--- src/rtl/count_arb_pkg.sv ---
// Shared types and constants for the two-requester burst-count arbiter.
package count_arb_pkg;

    typedef enum logic {
        IDLE = 1'b0,
        RUN  = 1'b1
    } state_t;

    localparam int NREQ       = 2;
    localparam int CW_DEFAULT = 3;

endpackage

--- src/rtl/count_arb_rr.sv ---
// Two-way round-robin winner select: the requester that was not last granted wins a tie.
module count_arb_rr
    import count_arb_pkg::*;
(
    input  logic [NREQ-1:0] req,
    input  logic            last,
    output logic [NREQ-1:0] win
);

    always_comb begin
        win = '0;
        case (req)
            2'b01:   win = 2'b01;
            2'b10:   win = 2'b10;
            2'b11:   win = last ? 2'b01 : 2'b10;
            default: win = '0;
        endcase
    end

endmodule

--- src/rtl/count_arbiter.sv ---
// Round-robin burst arbiter with a shared up-counter; each grant runs until count reaches the winner's length.
// Optional abort input is enabled by defining COUNT_ARB_ABORT_EN.
module count_arbiter
    import count_arb_pkg::*;
#(
    parameter int CW = CW_DEFAULT
) (
    input  logic            clk,
    input  logic            rst,
    input  logic [NREQ-1:0] req,
    input  logic [CW-1:0]   len0,
    input  logic [CW-1:0]   len1,
`ifdef COUNT_ARB_ABORT_EN
    input  logic            abort,
`endif
    output logic [NREQ-1:0] gnt,
    output logic            busy,
    output logic [CW-1:0]   count,
    output logic            done
);

    state_t          state_q, state_d;
    logic [NREQ-1:0] gnt_q, gnt_d;
    logic [CW-1:0]   count_q, count_d;
    logic [CW-1:0]   len_q, len_d;
    logic            last_q, last_d;
    logic [NREQ-1:0] win;
    logic [CW-1:0]   win_len;
    logic            abort_run;

    count_arb_rr u_rr (
        .req  (req),
        .last (last_q),
        .win  (win)
    );

`ifdef COUNT_ARB_ABORT_EN
    assign abort_run = abort && (state_q == RUN);
`else
    assign abort_run = 1'b0;
`endif

    assign win_len = win[0] ? len0 : len1;
    assign done    = (state_q == RUN) && (count_q == len_q);
    assign busy    = (state_q == RUN);
    assign gnt     = gnt_q;
    assign count   = count_q;

    // last_q holds the owner of the most recent grant; resetting it to 1 gives requester 0 priority
    always_ff @(posedge clk or negedge rst) begin
        if (!rst) begin
            state_q <= IDLE;
            gnt_q   <= '0;
            count_q <= '0;
            last_q  <= 1'b1;
        end else begin
            state_q <= state_d;
            gnt_q   <= gnt_d;
            count_q <= count_d;
            last_q  <= last_d;
        end
    end

    // Latched length is only meaningful while RUN, so it carries no reset
    always_ff @(posedge clk) begin
        len_q <= len_d;
    end

    always_comb begin
        state_d = state_q;
        gnt_d   = gnt_q;
        count_d = count_q;
        len_d   = len_q;
        last_d  = last_q;
        case (state_q)
            IDLE: begin
                if (|req) begin
                    state_d = RUN;
                    gnt_d   = win;
                    count_d = '0;
                    len_d   = win_len;
                    last_d  = win[1];
                end
            end
            RUN: begin
                if (abort_run) begin
                    // Owner stays in last_q, so the other requester gets priority next
                    state_d = IDLE;
                    gnt_d   = '0;
                    count_d = '0;
                end else if (done) begin
                    if (|req) begin
                        gnt_d   = win;
                        count_d = '0;
                        len_d   = win_len;
                        last_d  = win[1];
                    end else begin
                        state_d = IDLE;
                        gnt_d   = '0;
                        count_d = '0;
                    end
                end else begin
                    count_d = count_q + CW'(1);
                end
            end
            default: begin
                state_d = IDLE;
                gnt_d   = '0;
                count_d = '0;
            end
        endcase
    end

endmodule

--- config.mk ---
export PLATFORM = sky130hd
export DESIGN_NAME = count_arbiter
export DESIGN_NICKNAME = d
export VERILOG_FILES = /design/src/rtl/count_arb_pkg.sv /design/src/rtl/count_arb_rr.sv /design/src/rtl/count_arbiter.sv
export SDC_FILE = /design/constraint.sdc
export NUM_CORES = 1
export LEC_CHECK = 0
export CAP_MARGIN = 15
export CORE_AREA = 3 3 40 42
export DETAILED_ROUTE_END_ITERATION = 8
export DIE_AREA = 0 0 43 45
export PLACE_DENSITY = 0.81
export SLEW_MARGIN = 30
export SYNTH_ARGS = -nofsm -noshare
export SYNTH_HDL_FRONTEND = slang
export SYNTH_SLANG_ARGS = --single-unit
--- constraint.sdc ---
create_clock -name clk -period 1.88 [get_ports clk]
set_input_delay 0.282 -clock clk [delete_from_list [all_inputs] [get_ports clk]]
set_output_delay 0.282 -clock clk [all_outputs]
set_load 0.005 [all_outputs]
==> flow_summary.yaml, run 1 <==
flow_run:
  drv_cap: 0
finish:
  fin_area_um2: 806
  synthToLayoutAreaGrowth_pct: 46.7
  final_common_cell: "clkdlybuf4s50_1"
  fin_nets: 87
  drive_above_1_share_pct: 24.0
  antenna_cells: 0
  final_cell_mix: "15 x clkdlybuf4s50_1, 8 x nand2_1, 6 x buf_4, 5 x dfrtp_1"
  fin_cells: 90
  fin_util_pct: 62.7
die:
  dieArea_mm2: 0.00194
  core_mm2: 0.00128
  die_w_um: 43
  start_util_pct: 42.7
  ios: 17
  rows: 13
  die_height_um: 45
timing:
  fin_crit_sh_pct: 93.1
  finalSetupViolations: 0
  worst_slew_pin_slew_ps: 367
  slew_headroom_pct: 75.5
  drv_slew: 0
  fin_hold_ws_ps: 289
  finalClockSkew_ps: 2.68
  setup_tns_ps: 0
  timing.fmax_mhz: 572
  hold_viol: 0
  rsz0062_at_grt: "false"
  period_needed_ps: 1750
power:
  p_leak_uw: 0.000324
  ir_drop_mv: 0.680
  pwr_density_cell_mw_per_mm2: 1500
route:
  drtIter0Drc: 3
  finalWirelength_um: 1240
  viasPerCell: 5.21
  routedWlPerCell_um: 13.8
  drtPass1Iterations: 4
  antenna_left: 0
  vias: 469
  drt_drc_violations_left: 0
placement:
  placedInstanceArea_um2: 742
  port_buffers: 16
  place_hpwl_um: 892
  dp.cells: 83
  routabilityCongestion: 0.721
logic_synthesis:
  ys_seq_area_share_pct: 48.5
  ys_ff_latch: 10
  avgSynthCellArea_um2: 10.8
  syn-num-nets: 62
  synthesis.area_um2: 549
  synth_cell_types: 22
  ys_warn_count: 0
  netlist_instances: 51
critical_path:
  required_ps: 1600
  critPathKind: "register to primary output"
  cp_slowest_stage_delay_ps: 400
  critPathCaptureType: "primary output"
  startpoint_type: "register"
  cp_slowest_cell: "dfrtp_1"
  critPathMaxFanout: 3
  crit_chain: "xor2_1 > nor3_4 > and2_1 > dlygate4sd2_1"
  cp.arrival_ps: 1470
clock_tree:
  path_clk_slew_ps: 70
  clock_sinks: 10
  numCtsBuffers: 3
  cts_tree: "built"
  ctsLongestPathBuffers: 2
  clkLatencyLatePin_ps: 270
  htree_levels: 1
  hold_buffers: 0
  clockRootBuffer: "clkbuf_4"
global_route:
  first_global_vias: 465
  grt_max_degree: 14
  grt_antenna_before_repair: 0
  grt_pass1_wl_um: 2120
  grt_remaining_overflow: 0
  grt.total_usage_pct: 15.7
worst_hold_path:
  hp-class: "input port to async pin"
outcome:
  outcome: "finished, final reports clean"
cell usage after synthesis:
library cell	n	area (um2)
ha_1	1	12.5
mux2i_1	2	20.0
dfstp_2	1	26.3
dfrtp_1	6	150
nor2_1	3	11.3
xor2_1	4	35.0
edfxtp_1	3	90.1
a21oi_1	1	5.00
o31ai_1	3	22.5
nand3b_1	2	15.0
buf_2	1	5.00
or2_2	1	6.26
o22ai_1	3	18.8
nor3_4	1	16.3
clkbuf_1	1	3.75
a211oi_1	2	15.0
a31oi_1	1	6.26
nand2_1	8	30.0
and2_1	1	6.26
nand2b_1	2	12.5
o21a_1	1	7.51
mux2_2	3	33.8
per-layer routing:
layer / global-route usage, % / vias up / wire, um
met5: 0 / - / 0
met4: 7.23 / 0 / 21
met3: 7.17 / 4 / 75
met2: 24.9 / 16 / 619
met1: 18.2 / 219 / 522
li1: - / 230 / -
critical path, delay by kind of cell, from the launching register on:
family | cells | cell delay (ps)
AND/OR/NAND/NOR | 2 | 240
XOR/XNOR | 1 | 300
buffers and inverters | 1 | 260
flip-flops | 1 | 400
worst paths after layout:
path,start,to,slack (ps),cells after the start
min reg2reg,last_q,last_q,530,2
max reg2reg,count[1],len_q[2],380,3
max,count[0],done,130,4
min in group clk,last_q,last_q,530,2
min,rst,gnt[1],290,1
max in group asynchronous,rst,last_q,1280,1
kinds of logic (layout without fill, tap and decap cells):
family	count (synthesis)	count (layout)	synth area share [%]
and+or+nand+nor	18	18	17.8
AOI/OAI and AO/OA	11	11	13.7
DFF	10	10	48.5
muxes	5	5	9.79
xor gates and xnor gates	4	4	6.38
buffers and inverters	2	26	1.59
adders and majority gates	1	1	2.28
final cells by class:
| cell class | count | area [um2] |
|---|---|---|
| repair buffers | 22 | 204 |
| clock buffers | 3 | 22.5 |
| well taps | 15 | 18.8 |
| multi-input cells | 39 | 289 |
| flip-flops and latches | 10 | 268 |
| fillers | 118 | 479 |
| clock inverters | 1 | 3.75 |
sequential cells by signal, indices dropped and copies added, names as in the netlist:
register and count:
len_q 3, last_q 1, gnt 2, busy 1, count 3
metrics by stage:
| step | total power, uW | worst slack [ps] |
|---|---|---|
| 5_1_grt | 1310 | 45.8 |
| 3_5_place_dp | 1000 | 109 |
| 2_1_floorplan | 750 | 338 |
| 6_report | 1210 | 131 |
| 4_1_cts | 1220 | 125 |
| 3_3_place_gp | 977 | 155 |
repair_timing:
action,4_1_cts,5_1_grt
gates resized for setup,4,0
endpoints found under the hold margin,0,0
buffers inserted,3,0
endpoints found under the setup margin,1,0
where the power goes:
group          switching [uW]  internal (uW)
combinational             299            363
clock                    75.4           76.8
sequential               72.8            325
No activity file was read; power rests on OpenSTA's default activity.
==> inputs of run 2 (changes only) <==
Settings changed: CAP_MARGIN 15 to 30, SLEW_MARGIN 30 to 40.
==> results of run 2 <==
Same layout as run 1: the final DEF is identical, and so are final timing and power.
